**src/rtl/modc_seq.sv**
```systemverilog
// Modulo-N counter sequencer: accepts a (modulus, repeat) job, counts 0..N-1
// for the requested number of wraps, then pulses done for one cycle.
module modc_seq #(
    parameter int unsigned CW = 4,
    parameter int unsigned RW = 8
) (
    input  logic          clk,
    input  logic          rst,
    input  logic          cfg_valid,
    output logic          cfg_ready,
    input  logic [CW-1:0] cfg_mod,
    input  logic [RW-1:0] cfg_rep,
    input  logic          en,
    input  logic          abort,
    output logic [CW-1:0] cnt,
    output logic          wrap,
    output logic [RW-1:0] wraps_left,
    output logic          busy,
    output logic          done
);

    typedef enum logic [1:0] {
        S_IDLE = 2'd0,
        S_RUN  = 2'd1,
        S_DONE = 2'd2
    } state_t;

    state_t        state;
    state_t        state_nxt;
    logic [CW-1:0] nm1;
    logic          at_top;
    logic          step;

    assign at_top = (cnt == nm1);
    assign step   = (state == S_RUN) && en && !abort;

    always_ff @(posedge clk or posedge rst) begin
        if (rst) begin
            state <= S_IDLE;
        end else begin
            state <= state_nxt;
        end
    end

    always_comb begin
        state_nxt = state;
        case (state)
            S_IDLE: begin
                if (cfg_valid) begin
                    state_nxt = (cfg_rep != RW'(0)) ? S_RUN : S_DONE;
                end
            end
            S_RUN: begin
                if (abort) begin
                    state_nxt = S_IDLE;
                end else if (en && at_top && (wraps_left == RW'(1))) begin
                    state_nxt = S_DONE;
                end
            end
            S_DONE:  state_nxt = S_IDLE;
            default: state_nxt = S_IDLE;
        endcase
    end

    always_comb begin
        cfg_ready = 1'b0;
        busy      = 1'b0;
        done      = 1'b0;
        wrap      = 1'b0;
        case (state)
            S_IDLE: cfg_ready = 1'b1;
            S_RUN: begin
                busy = 1'b1;
                wrap = step && at_top;
            end
            S_DONE:  done = 1'b1;
            default: cfg_ready = 1'b0;
        endcase
    end

    // Count / repeat datapath; the modulus is latched only on the accept edge.
    always_ff @(posedge clk or posedge rst) begin
        if (rst) begin
            cnt        <= CW'(0);
            wraps_left <= RW'(0);
            nm1        <= CW'(0);
        end else begin
            if (state == S_IDLE && cfg_valid) begin
                nm1        <= (cfg_mod <= CW'(1)) ? CW'(0) : CW'(cfg_mod - CW'(1));
                wraps_left <= cfg_rep;
                cnt        <= CW'(0);
            end else if (state == S_RUN && abort) begin
                cnt        <= CW'(0);
                wraps_left <= RW'(0);
            end else if (step) begin
                if (at_top) begin
                    cnt        <= CW'(0);
                    wraps_left <= RW'(wraps_left - RW'(1));
                end else begin
                    cnt <= CW'(cnt + CW'(1));
                end
            end
        end
    end

endmodule

```
**config.mk**
```make
export PLATFORM = sky130hd
export DESIGN_NAME = modc_seq
export DESIGN_NICKNAME = d
export VERILOG_FILES = /design/src/rtl/modc_seq.sv
export SDC_FILE = /design/constraint.sdc
export NUM_CORES = 1
export LEC_CHECK = 0
export BUFFER_PORTS_ARGS = -buffer_cell sky130_fd_sc_hd__buf_2
export CORE_MARGIN = 2
export CORE_UTILIZATION = 55
export CTS_CLUSTER_DIAMETER = 40
export DETAILED_ROUTE_END_ITERATION = 7
export GPL_ROUTABILITY_DRIVEN = 0
export PLACE_DENSITY = 0.84
export SLEW_MARGIN = 25
export SYNTH_ARGS = -nofsm -noshare
export SYNTH_HDL_FRONTEND = slang
export SYNTH_SLANG_ARGS = --single-unit
```
**constraint.sdc**
```tcl
create_clock -name clk -period 3.2 [get_ports clk]
set_input_delay 0.96 -clock clk [delete_from_list [all_inputs] [get_ports clk]]
set_output_delay 0.96 -clock clk [all_outputs]
set_load 0.05 [all_outputs]
```
==> impl_metrics.env, run 1 <==
export IMPL_numCtsBuffers=3
export IMPL_post_place_ws_ns=0.380
export IMPL_num_vias=1133
export IMPL_fin_setup_tns_ns=0
export IMPL_worstSetupPathType="primary input to output pin"
export IMPL_cts_max_path_buffers=2
export IMPL_pin_slew_with_the_least_headroom_to_its_limit_ns=0.714
export IMPL_synthesis_yosys_warnings=0
export IMPL_grt_util_met2_pct=41.4
export IMPL_synthDominantCellAreaShare_pct=38.3
export IMPL_post_synth_fa_ha_maj_area_fraction_pct=5.32
export IMPL_critPathCaptureType="output pin"
export IMPL_die_w_microns=50.2
export IMPL_final_min_period_over_clock_period_pct=88.0
export IMPL_holdPathEnd="nm1[0]"
export IMPL_unrepaired_setup_endpoints_after_global_routing="no"
export IMPL_syn_avg_cell_area_sq_um=9.25
export IMPL_ir_worst_vdd_mv=0.556
export IMPL_mapped_cells=127
export IMPL_whs_path_depth=2
export IMPL_setup_repair_bufs_after_cts=0
export IMPL_antenna_cells=0
export IMPL_wire_length_of_the_first_global_routing_pass_microns=4660
export IMPL_largest_family_of_logic_cells_by_synthesized_area="simple AND/OR/NAND/NOR gates"
export IMPL_cp_top_family="simple AND/OR/NAND/NOR gates"
export IMPL_avgViaCountPerCell=6.03
export IMPL_async_sr_flop_fraction_pct=100
export IMPL_worst_path_max_delay_cell="sky130_fd_sc_hd__buf_2"
export IMPL_design_power_total_mw=1.26
export IMPL_hp_start="nm1[0]"
export IMPL_share_of_post_route_cells_with_drive_strength_above_1_pct=27.3
export IMPL_track_usage_pct=24.1
export IMPL_synth_mux_area_fraction_pct=4.05
export IMPL_slew_headroom_pct=52.0
export IMPL_post_route_drc_count=0
export IMPL_gr_peak_layer="met2"
export IMPL_synth_xor_area_share_pct=4.47
export IMPL_cap_viol_max_count=0
export IMPL_detail_route_first_pass_iterations=4
export IMPL_grt_pass1_vias=1069
export IMPL_fillCellCount=157
export IMPL_critical_path_reg2reg_startpoint="wraps_left[3]"
export IMPL_fp_rows=16
export IMPL_hold_buffers=0
export IMPL_post_dp_hpwl_microns=2190
export IMPL_synth_compound_area_share_pct=19.0
export IMPL_average_detailed_routed_wire_length_per_instance_microns=14.9
export IMPL_sinks_on_clock_net=18
export IMPL_timing_final_ws_setup_ns=0.385
export IMPL_post_synth_most_frequent_cells="sky130_fd_sc_hd__dfrtp_1 (18), sky130_fd_sc_hd__nor2_1 (14), sky130_fd_sc_hd__nand2_1 (12)"
export IMPL_die_outline_height_microns=50.2
export IMPL_cp_data_arrival_time_ns=1.85
export IMPL_reg2regPathDepth=4
export IMPL_gr_usage_met3_pct=3.57
export IMPL_power_leakage_nw=0.656
export IMPL_post_cts_clock_slew_at_the_launch_and_capture_registers_of_the_worst_setup_and_hold_paths_ns=0.10
export IMPL_grt_overflow=0
export IMPL_report_final_hold_viol_count=0
export IMPL_yosysTopAreaCell="sky130_fd_sc_hd__dfrtp_1"
export IMPL_initial_core_util_pct=59.3
export IMPL_cp_start_kind="primary input"
export IMPL_critPathRequiredTime_ns=2.24
export IMPL_ys_ff_latch=18
export IMPL_dr_first_iter_drc_count=40
export IMPL_maxSlewViolCount=0
export IMPL_path_max_fanout=4
export IMPL_gr_usage_met1_pct=29.9
export IMPL_post_synth_num_cell_types=40
export IMPL_finalSetupViolations=0
export IMPL_synth_yosys_seq_area_share_pct=38.3
export IMPL_top_cells_by_area_in_the_synthesized_netlist="sky130_fd_sc_hd__dfrtp_1 (38%), sky130_fd_sc_hd__a32o_1 (6.0%), sky130_fd_sc_hd__ha_1 (5.3%)"
export IMPL_clock_latency_ns=0.29
export IMPL_critPathMostFrequentCell="sky130_fd_sc_hd__buf_2"
export IMPL_drtAntennaViolNets=0
export IMPL_critical_path_n_buffers_inverters=2
export IMPL_flow_area_growth_from_synthesis_pct=18.5
export IMPL_startpoint="abort"
export IMPL_fmax_mhz=355
export IMPL_cts_tree="done"
export IMPL_core_sq_um=1980
export IMPL_r2r_setup_slack_ns=1.42
export IMPL_worstHoldPathType="flop to flop"
export IMPL_syn_std_cell_area_sq_um=1170
export IMPL_synth_ff_type="sky130_fd_sc_hd__dfrtp_1"
export IMPL_yosysMostFrequentCell="sky130_fd_sc_hd__dfrtp_1"
export IMPL_outcome="complete, no violations"
export IMPL_critical_path_reg2reg_endpoint="state[0]"
export IMPL_power_density_nw_per_um2=903
export IMPL_total_die_area_sq_um=2520
export IMPL_ctsResizeCount=0
export IMPL_critical_path_cell_list="buf_2 -> nor3b_2 -> nand2_1 -> nor2_1 -> buf_2"
export IMPL_routed_wirelength_microns=2810
export IMPL_ios=33
export IMPL_clockRootBuffer="sky130_fd_sc_hd__clkbuf_4"
export IMPL_fin_skew_ns=0.00437
export IMPL_post_synth_and_or_nand_nor_area_fraction_pct=24.6
export IMPL_number_of_antenna_violations_at_the_first_check_in_global_routing=0
export IMPL_worst_hold_slack_ns=0.514
export IMPL_syn_nets=149
export IMPL_count_of_flip_flops_with_a_built_in_enable_after_synthesis=0
export IMPL_cp_slowest_stage_delay_ns=0.29
export IMPL_grt_max_degree=19
export IMPL_buffer_ports_inserted=32
export IMPL_fin_crit_ns=2.81
export IMPL_final_net_count=184
export IMPL_cts_htree_levels=1
==> per-layer routing <==
metal / part of all wire, % / up-vias
met3: 6.9 / 8
met5: 0 / -
met1: 41 / 541
li1: - / 536
met2: 51 / 48
met4: 1.4 / 0
==> placed cells by master (no fill, tap or decap), drive strengths merged, types with 4 or more instances in the layout <==
master	count
o21ai	10
nand2	13
a32o	7
xnor2	6
nand4	8
a21oi	4
dfrtp	18
buf	33
ha	5
inv	8
clkbuf	4
nor2	14
==> registers in the layout, summed over array words and instances (netlist names) <==
signal / flops
nm1: 4
wraps_left: 8
cnt: 4
state: 2
==> logic make-up after synthesis <==
kind of cell	Yosys count
buf+inv	11
compound gates	29
mux	4
fa+ha+maj	5
flops	18
simple gates	54
xor+xnor	6
==> worst max path at each step <==
stage	to	slack (ns)	cells after the start
finish	wrap	0.39	5
global route	wrap	0.31	5
CTS	wrap	0.38	5
detailed placement	wrap	0.38	5
global placement	wrap	0.42	5
floorplan	wrap	0.29	3
==> stage by stage <==
stage / area, sq um / util (%) / instances
finish: 1390 / 70.3 / 188
global route: 1390 / 70.3 / 188
CTS: 1390 / 70.3 / 188
detailed placement: 1360 / 68.4 / 184
global placement: 1360 / 68.4 / 184
floorplan: 1170 / - / 127
==> cell type report <==
class / instances / area [sq um] / share of cell area (%)
multi-input cells: 98 / 674 / 48.4
flip-flops and latches: 18 / 450 / 32.3
repair buffers: 33 / 168 / 12.0
clock buffers: 4 / 36.3 / 2.61
well taps: 27 / 33.8 / 2.43
inverters: 8 / 30.0 / 2.16
==> worst min-delay path, cell delays in order, from the launching register on <==
cell                      delay [ns]
sky130_fd_sc_hd__dfrtp_1        0.37
sky130_fd_sc_hd__nand2_1        0.05
sky130_fd_sc_hd__o21ai_0        0.06
==> report_power, final <==
part / leakage, nW / switching (mW) / internal (mW)
sequential: 0.233 / 0.0898 / 0.305
clock: 0.0210 / 0.0724 / 0.0693
combinational: 0.402 / 0.487 / 0.234
total: 0.656 / 0.649 / 0.609
Power figures use the tool's default switching activity.
==> run 2: changes to the inputs <==
--- a/config.mk
+++ b/config.mk
@@ -5,13 +5,14 @@
 export SDC_FILE = /design/constraint.sdc
 export NUM_CORES = 1
 export LEC_CHECK = 0
+export ABC_AREA = 1
 export BUFFER_PORTS_ARGS = -buffer_cell sky130_fd_sc_hd__buf_2
 export CORE_MARGIN = 2
-export CORE_UTILIZATION = 55
+export CORE_UTILIZATION = 56
 export CTS_CLUSTER_DIAMETER = 40
 export DETAILED_ROUTE_END_ITERATION = 7
 export GPL_ROUTABILITY_DRIVEN = 0
-export PLACE_DENSITY = 0.84
+export PLACE_DENSITY = 0.83
 export SLEW_MARGIN = 25
 export SYNTH_ARGS = -nofsm -noshare
 export SYNTH_HDL_FRONTEND = slang
==> impl_metrics.env, run 2 <==
export IMPL_async_sr_flop_fraction_pct=100
export IMPL_synth_compound_area_share_pct=8.55
export IMPL_initial_core_util_pct=59.6
export IMPL_setup_repair_bufs_after_cts=0
export IMPL_unrepaired_setup_endpoints_after_global_routing="no"
export IMPL_p_clk_share_pct=7.7
export IMPL_largest_register="wraps_left"
export IMPL_final_min_period_over_clock_period_pct=91.2
export IMPL_regs_by_ff_count="wraps_left (8), cnt (4), nm1 (4)"
export IMPL_ios=33
export IMPL_mapped_cells=189
export IMPL_cts_max_path_buffers=2
export IMPL_area_used_by_multi_input_combinational_logic_sq_um=724
export IMPL_die_outline_height_microns=52.5
export IMPL_netSwitchingFraction_pct=57.6
export IMPL_post_synth_and_or_nand_nor_area_fraction_pct=39.0
export IMPL_grt_max_degree=19
export IMPL_fp_rows=17
export IMPL_synthesis_yosys_warnings=0
export IMPL_fin_setup_tns_ns=0
export IMPL_synth_ff_type="sky130_fd_sc_hd__dfrtp_1"
export IMPL_cp_start_kind="primary input"
export IMPL_syn_nets=211
export IMPL_top_cells_by_area_in_the_synthesized_netlist="sky130_fd_sc_hd__dfrtp_1 (34%), sky130_fd_sc_hd__nand2_1 (17%), sky130_fd_sc_hd__inv_1 (8.3%)"
export IMPL_synth_xor_area_share_pct=2.66
export IMPL_cts_tree="done"
export IMPL_power_frac_comb_pct=63.9
export IMPL_grt_pass1_vias=1268
export IMPL_synth_yosys_seq_area_share_pct=34.2
export IMPL_critPathCaptureType="output pin"
export IMPL_power_leakage_nw=0.899
export IMPL_num_vias=1328
export IMPL_sinks_on_clock_net=18
export IMPL_post_dp_hpwl_microns=2380
export IMPL_cts_htree_levels=1
export IMPL_hold_buffers=0
export IMPL_post_synth_most_frequent_cells="sky130_fd_sc_hd__nand2_1 (59), sky130_fd_sc_hd__inv_1 (29), sky130_fd_sc_hd__nand3_1 (20)"
export IMPL_routed_wirelength_microns=3020
export IMPL_numCtsBuffers=3
export IMPL_power_switching_mw=0.840
export IMPL_slew_headroom_pct=53.4
export IMPL_synthDominantCellAreaShare_pct=34.2
export IMPL_final_net_count=247
export IMPL_fin_skew_ns=0.00655
export IMPL_most_common_layout_cells="sky130_fd_sc_hd__nand2_1 (59), sky130_fd_sc_hd__buf_2 (32), sky130_fd_sc_hd__inv_1 (29)"
export IMPL_ir_worst_vdd_mv=0.727
export IMPL_critical_path_cell_list="buf_2 -> nand3b_1 -> nor2_2 -> nand3_4 -> inv_1 -> buf_2"
export IMPL_final_cell_count_no_fill=251
export IMPL_clockRootBuffer="sky130_fd_sc_hd__clkbuf_4"
export IMPL_post_synth_num_cell_types=27
export IMPL_power_density_nw_per_um2=960
export IMPL_share_of_post_route_cells_with_drive_strength_above_1_pct=22.9
export IMPL_number_of_antenna_violations_at_the_first_check_in_global_routing=0
export IMPL_fin_crit_ns=2.92
export IMPL_report_final_hold_viol_count=0
export IMPL_core_sq_um=2210
export IMPL_ys_ff_latch=18
export IMPL_largest_family_of_logic_cells_by_synthesized_area="simple AND/OR/NAND/NOR gates"
export IMPL_cp_data_arrival_time_ns=1.96
export IMPL_count_of_flip_flops_with_a_built_in_enable_after_synthesis=0
export IMPL_maxSlewViolCount=0
export IMPL_dr_first_iter_drc_count=28
export IMPL_total_die_area_sq_um=2760
export IMPL_final_common_cell="sky130_fd_sc_hd__nand2_1"
export IMPL_r2r_setup_slack_ns=1.68
export IMPL_ctsResizeCount=0
export IMPL_syn_std_cell_area_sq_um=1320
export IMPL_critical_path_n_buffers_inverters=3
export IMPL_fillCellCount=195
export IMPL_cap_viol_max_count=0
export IMPL_worst_path_max_delay_cell="sky130_fd_sc_hd__buf_2"
export IMPL_pin_slew_with_the_least_headroom_to_its_limit_ns=0.698
export IMPL_finalSetupViolations=0
export IMPL_post_route_drc_count=0
export IMPL_largest_reg_flops=8
export IMPL_yosysMostFrequentCell="sky130_fd_sc_hd__nand2_1"
export IMPL_worstSetupPathType="primary input to output pin"
export IMPL_buffer_ports_inserted=32
export IMPL_path_max_fanout=10
export IMPL_track_usage_pct=25.9
export IMPL_detail_route_first_pass_iterations=4
export IMPL_average_detailed_routed_wire_length_per_instance_microns=12.0
export IMPL_critPathRequiredTime_ns=2.24
export IMPL_syn_avg_cell_area_sq_um=6.97
export IMPL_internal_power_mw=0.619
export IMPL_cp_slowest_stage_delay_ns=0.25
export IMPL_critPathMostFrequentCell="sky130_fd_sc_hd__buf_2"
export IMPL_seq_power_share_pct=28.4
export IMPL_die_w_microns=52.5
export IMPL_drtAntennaViolNets=0
export IMPL_grt_overflow=0
export IMPL_placed_cells=248
export IMPL_post_cts_clock_slew_at_the_launch_and_capture_registers_of_the_worst_setup_and_hold_paths_ns=0.10
export IMPL_worstHoldPathType="flop to flop"
export IMPL_layout_area_seq_sq_um=450
export IMPL_post_synth_fa_ha_maj_area_fraction_pct=4.75
export IMPL_synth_mux_area_fraction_pct=0
export IMPL_yosysTopAreaCell="sky130_fd_sc_hd__dfrtp_1"
export IMPL_avgViaCountPerCell=5.29
export IMPL_outcome="complete, no violations"
export IMPL_cp_top_family="simple AND/OR/NAND/NOR gates"
export IMPL_clock_latency_ns=0.29
export IMPL_antenna_cells=0
export IMPL_fmax_mhz=343
export IMPL_flow_area_growth_from_synthesis_pct=15.4
export IMPL_wire_length_of_the_first_global_routing_pass_microns=5330
export IMPL_worst_hold_slack_ns=0.525
run 2: cell count changes after synthesis, moves of 3 or more:
cell                      before  now
sky130_fd_sc_hd__nand2_4       0    4
sky130_fd_sc_hd__nand2_1      12   59
sky130_fd_sc_hd__and2_1        3    0
sky130_fd_sc_hd__nand3_1       1   20
sky130_fd_sc_hd__o22ai_1       0    4
sky130_fd_sc_hd__nor2_2        0    3
sky130_fd_sc_hd__a32o_1        7    0
sky130_fd_sc_hd__nand4_1       8    3
sky130_fd_sc_hd__o21ai_0       9    6
sky130_fd_sc_hd__xnor2_1       6    2
sky130_fd_sc_hd__inv_1         8   29
run 2: layout make-up:
type / instances / area share [%]
Multi-Input combinational cell: 138 / 47.7
Sequential cell: 18 / 29.6
Timing Repair Buffer: 32 / 10.5
Inverter: 32 / 8.40
Tap cell: 28 / 2.30
Clock buffer: 3 / 1.48
run 2: kinds of logic (layout without fill, tap and decap cells):
kind of cell | count (synthesis) | after routing
simple gates | 110 | 110
buf+inv | 33 | 67
compound gates | 19 | 19
flops | 18 | 18
fa+ha+maj | 5 | 5
xor+xnor | 4 | 4
run 2: power by group through the flow:
| stage | Combinational [mW] | Clock (mW) | Sequential (mW) |
|---|---|---|---|
| after global placement | 0.906 | 0 | 0.413 |
| after CTS | 0.933 | 0.117 | 0.412 |
| after floorplan | 0.567 | 0 | 0.589 |
| after detailed placement | 0.930 | 0 | 0.417 |
| final | 0.933 | 0.113 | 0.414 |
| after global routing | 1.04 | 0.126 | 0.426 |
run 2: worst reg2reg max path: cells and delay by family (launching register included):
family,cells,cell delay [ns]
DFF,1,0.46
buffers and inverters,2,0.15
AOI/OAI and AO/OA,1,0.12
and+or+nand+nor,6,0.59
adders and majority gates,1,0.16
run 2: per-layer routing:
| layer | track usage [%] | wire length (microns) |
|---|---|---|
| met5 | 0 | 0 |
| met4 | 7.69 | 33 |
| met3 | 3.43 | 198 |
| met2 | 49.2 | 1600 |
| met1 | 29.7 | 1190 |
run 2: path summary, 6_finish.rpt:
path / start / endpoint / depth (start not counted)
max: abort / wrap / 6
min: nm1[2] / nm1[2] / 2
max reg2reg: wraps_left[0] / wraps_left[4] / 10
min reg2reg: nm1[2] / nm1[2] / 2
max in group asynchronous: rst / wraps_left[0] / 2
min in group asynchronous: rst / wraps_left[5] / 2
run 2: through the flow:
| step | power [mW] | setup slack [ns] | instance area [sq um] | util (%) |
|---|---|---|---|---|
| floorplan | 1.16 | 0.479 | 1320 | - |
| global placement | 1.32 | 0.322 | 1500 | 67.7 |
| finish | 1.46 | 0.281 | 1520 | 68.7 |
| detailed placement | 1.35 | 0.305 | 1500 | 67.7 |
| CTS | 1.46 | 0.275 | 1520 | 68.7 |
| global route | 1.60 | 0.186 | 1520 | 68.7 |
==> run 3: changes to the inputs <==
--- a/config.mk
+++ b/config.mk
@@ -8,11 +8,11 @@
 export ABC_AREA = 1
 export BUFFER_PORTS_ARGS = -buffer_cell sky130_fd_sc_hd__buf_2
 export CORE_MARGIN = 2
-export CORE_UTILIZATION = 56
+export CORE_UTILIZATION = 47
 export CTS_CLUSTER_DIAMETER = 40
 export DETAILED_ROUTE_END_ITERATION = 7
 export GPL_ROUTABILITY_DRIVEN = 0
-export PLACE_DENSITY = 0.83
+export PLACE_DENSITY_LB_ADDON = 0.25
 export SLEW_MARGIN = 25
 export SYNTH_ARGS = -nofsm -noshare
 export SYNTH_HDL_FRONTEND = slang
==> constraint.sdc (replaced) <==
create_clock -name clk -period 2.5 [get_ports clk]
set_input_delay 0.75 -clock clk [delete_from_list [all_inputs] [get_ports clk]]
set_output_delay 0.75 -clock clk [all_outputs]
set_load 0.05 [all_outputs]
==> impl_metrics.env, run 3 (synthesis gave the netlist of run 2 again) <==
export IMPL_outcome="complete, no violations"
export IMPL_detail_route_first_pass_iterations=4
export IMPL_fmax_mhz=423
export IMPL_fin_skew_ns=0.00195
export IMPL_ctsResizeCount=0
export IMPL_number_of_antenna_violations_at_the_first_check_in_global_routing=0
export IMPL_pin_slew_with_the_least_headroom_to_its_limit_ns=0.716
export IMPL_critPathCaptureType="output pin"
export IMPL_grt_pass1_vias=1236
export IMPL_grt_overflow=0
export IMPL_cts_htree_levels=1
export IMPL_met1_length_microns=1330
export IMPL_numCtsBuffers=3
export IMPL_worstHoldPathType="primary input to async pin"
export IMPL_cts_tree="done"
export IMPL_route_top_layer_used="met4"
export IMPL_finalSetupViolations=0
export IMPL_design_power_total_mw=1.90
export IMPL_critPathMostFrequentCell="sky130_fd_sc_hd__buf_2"
export IMPL_postLayoutCoreUtil_pct=57.0
export IMPL_average_detailed_routed_wire_length_per_instance_microns=11.4
export IMPL_post_cts_clock_slew_at_the_launch_and_capture_registers_of_the_worst_setup_and_hold_paths_ns=0.11
export IMPL_cap_viol_max_count=0
export IMPL_die_outline_height_microns=56.9
export IMPL_routed_wirelength_microns=2930
export IMPL_final_net_count=248
export IMPL_die_w_microns=56.9
export IMPL_wl_met3_microns=93
export IMPL_maxSlewViolCount=0
export IMPL_drtAntennaViolNets=0
export IMPL_sinks_on_clock_net=18
export IMPL_share_of_post_route_cells_with_drive_strength_above_1_pct=23.6
export IMPL_worst_path_max_delay_cell="sky130_fd_sc_hd__buf_2"
export IMPL_ir_worst_vdd_mv=0.660
export IMPL_final_min_period_over_clock_period_pct=94.6
export IMPL_cp_data_arrival_time_ns=1.62
export IMPL_num_vias=1289
export IMPL_regs_by_ff_count="wraps_left (8), cnt (4), nm1 (4)"
export IMPL_fillCellCount=296
export IMPL_setup_repair_bufs_after_cts=0
export IMPL_dr_first_iter_drc_count=40
export IMPL_layout_area_seq_sq_um=450
export IMPL_clock_latency_ns=0.30
export IMPL_critPathRequiredTime_ns=1.75
export IMPL_power_leakage_nw=0.910
export IMPL_largest_register="wraps_left"
export IMPL_flow_area_growth_from_synthesis_pct=17.3
export IMPL_hold_buffers=0
export IMPL_post_dp_hpwl_microns=2270
export IMPL_met2_routed_wirelength_microns=1470
export IMPL_report_final_hold_viol_count=0
export IMPL_post_place_ws_ns=0.123
export IMPL_critical_path_cell_list="buf_2 -> nand3b_1 -> nor2_2 -> nand3_4 -> inv_1 -> buf_2"
export IMPL_critical_path_n_buffers_inverters=3
export IMPL_unrepaired_setup_endpoints_after_global_routing="no"
export IMPL_cts_max_path_buffers=2
export IMPL_timing_final_ws_setup_ns=0.134
export IMPL_fp_rows=19
export IMPL_total_die_area_sq_um=3240
export IMPL_cp_start_kind="primary input"
export IMPL_fin_setup_tns_ns=0
export IMPL_wire_length_of_the_first_global_routing_pass_microns=5220
export IMPL_worstSetupPathType="primary input to output pin"
export IMPL_slew_headroom_pct=52.2
export IMPL_grt_max_degree=19
export IMPL_most_common_layout_cells="sky130_fd_sc_hd__nand2_1 (59), sky130_fd_sc_hd__buf_2 (32), sky130_fd_sc_hd__inv_1 (29)"
export IMPL_buffer_ports_inserted=32
export IMPL_cp_top_family="simple AND/OR/NAND/NOR gates"
export IMPL_area_used_by_multi_input_combinational_logic_sq_um=724
export IMPL_final_common_cell="sky130_fd_sc_hd__nand2_1"
export IMPL_post_route_drc_count=0
export IMPL_ios=33
export IMPL_core_sq_um=2710
export IMPL_fin_crit_ns=2.37
export IMPL_cp_slowest_stage_delay_ns=0.25
export IMPL_avgViaCountPerCell=5.04
export IMPL_initial_core_util_pct=48.6
export IMPL_power_density_nw_per_um2=1230
export IMPL_antenna_cells=0
export IMPL_clockRootBuffer="sky130_fd_sc_hd__clkbuf_4"
export IMPL_largest_reg_flops=8
export IMPL_path_max_fanout=3
export IMPL_track_usage_pct=20.3
-- run 3: routing by layer --
layer | up-vias | track usage, %
met1 | 595 | 26.6
li1 | 668 | -
met4 | 0 | 6.98
met2 | 21 | 35.0
met3 | 5 | 2.27
met5 | - | 0
-- run 3: power by group --
group | switching, mW | leakage [nW] | internal [mW]
registers | 0.130 | 0.232 | 0.403
clock network | 0.101 | 0.0210 | 0.0889
logic | 0.846 | 0.657 | 0.333
total | 1.08 | 0.910 | 0.825
-- run 3: path summary, 6_finish.rpt --
path	end	slack (ns)	cells past startpoint	from
worst max-delay path	wrap	0.13	6	abort
worst min-delay path	wraps_left[5]	0.54	2	rst
worst max register to register	wraps_left[6]	1.00	11	wraps_left[0]
worst min register to register	nm1[2]	0.54	2	nm1[2]
max in group asynchronous	nm1[3]	1.51	2	rst
min in group clk	nm1[2]	0.54	2	nm1[2]
-- run 3: layout make-up --
type | instances | area share, %
Clock buffer | 4 | 2.35
Inverter | 32 | 8.26
Timing Repair Buffer | 33 | 10.9
Tap cell | 31 | 2.51
Sequential cell | 18 | 29.1
Multi-Input combinational cell | 138 | 46.9
-- run 3: through the flow --
step | hold slack [ns] | instances | cell area, sq um
after CTS | 0.539 | 256 | 1550
after detailed placement | 0.512 | 252 | 1510
after floorplan | 0.472 | 189 | 1320
after global routing | 0.575 | 256 | 1550
final | 0.539 | 256 | 1550
after global placement | 0.511 | 252 | 1510
-- run 3: worst register-to-register path: stages, from the launching register on --
cell                      delay (ns)
sky130_fd_sc_hd__dfrtp_1        0.46
sky130_fd_sc_hd__inv_1          0.10
sky130_fd_sc_hd__ha_1           0.17
sky130_fd_sc_hd__inv_1          0.04
sky130_fd_sc_hd__nor2_1         0.20
sky130_fd_sc_hd__nand3_1        0.10
sky130_fd_sc_hd__nand2_1        0.07
sky130_fd_sc_hd__nand2_1        0.06
sky130_fd_sc_hd__nand2_2        0.05
sky130_fd_sc_hd__nand2_1        0.05
sky130_fd_sc_hd__nand2_1        0.06
sky130_fd_sc_hd__nand2_1        0.05
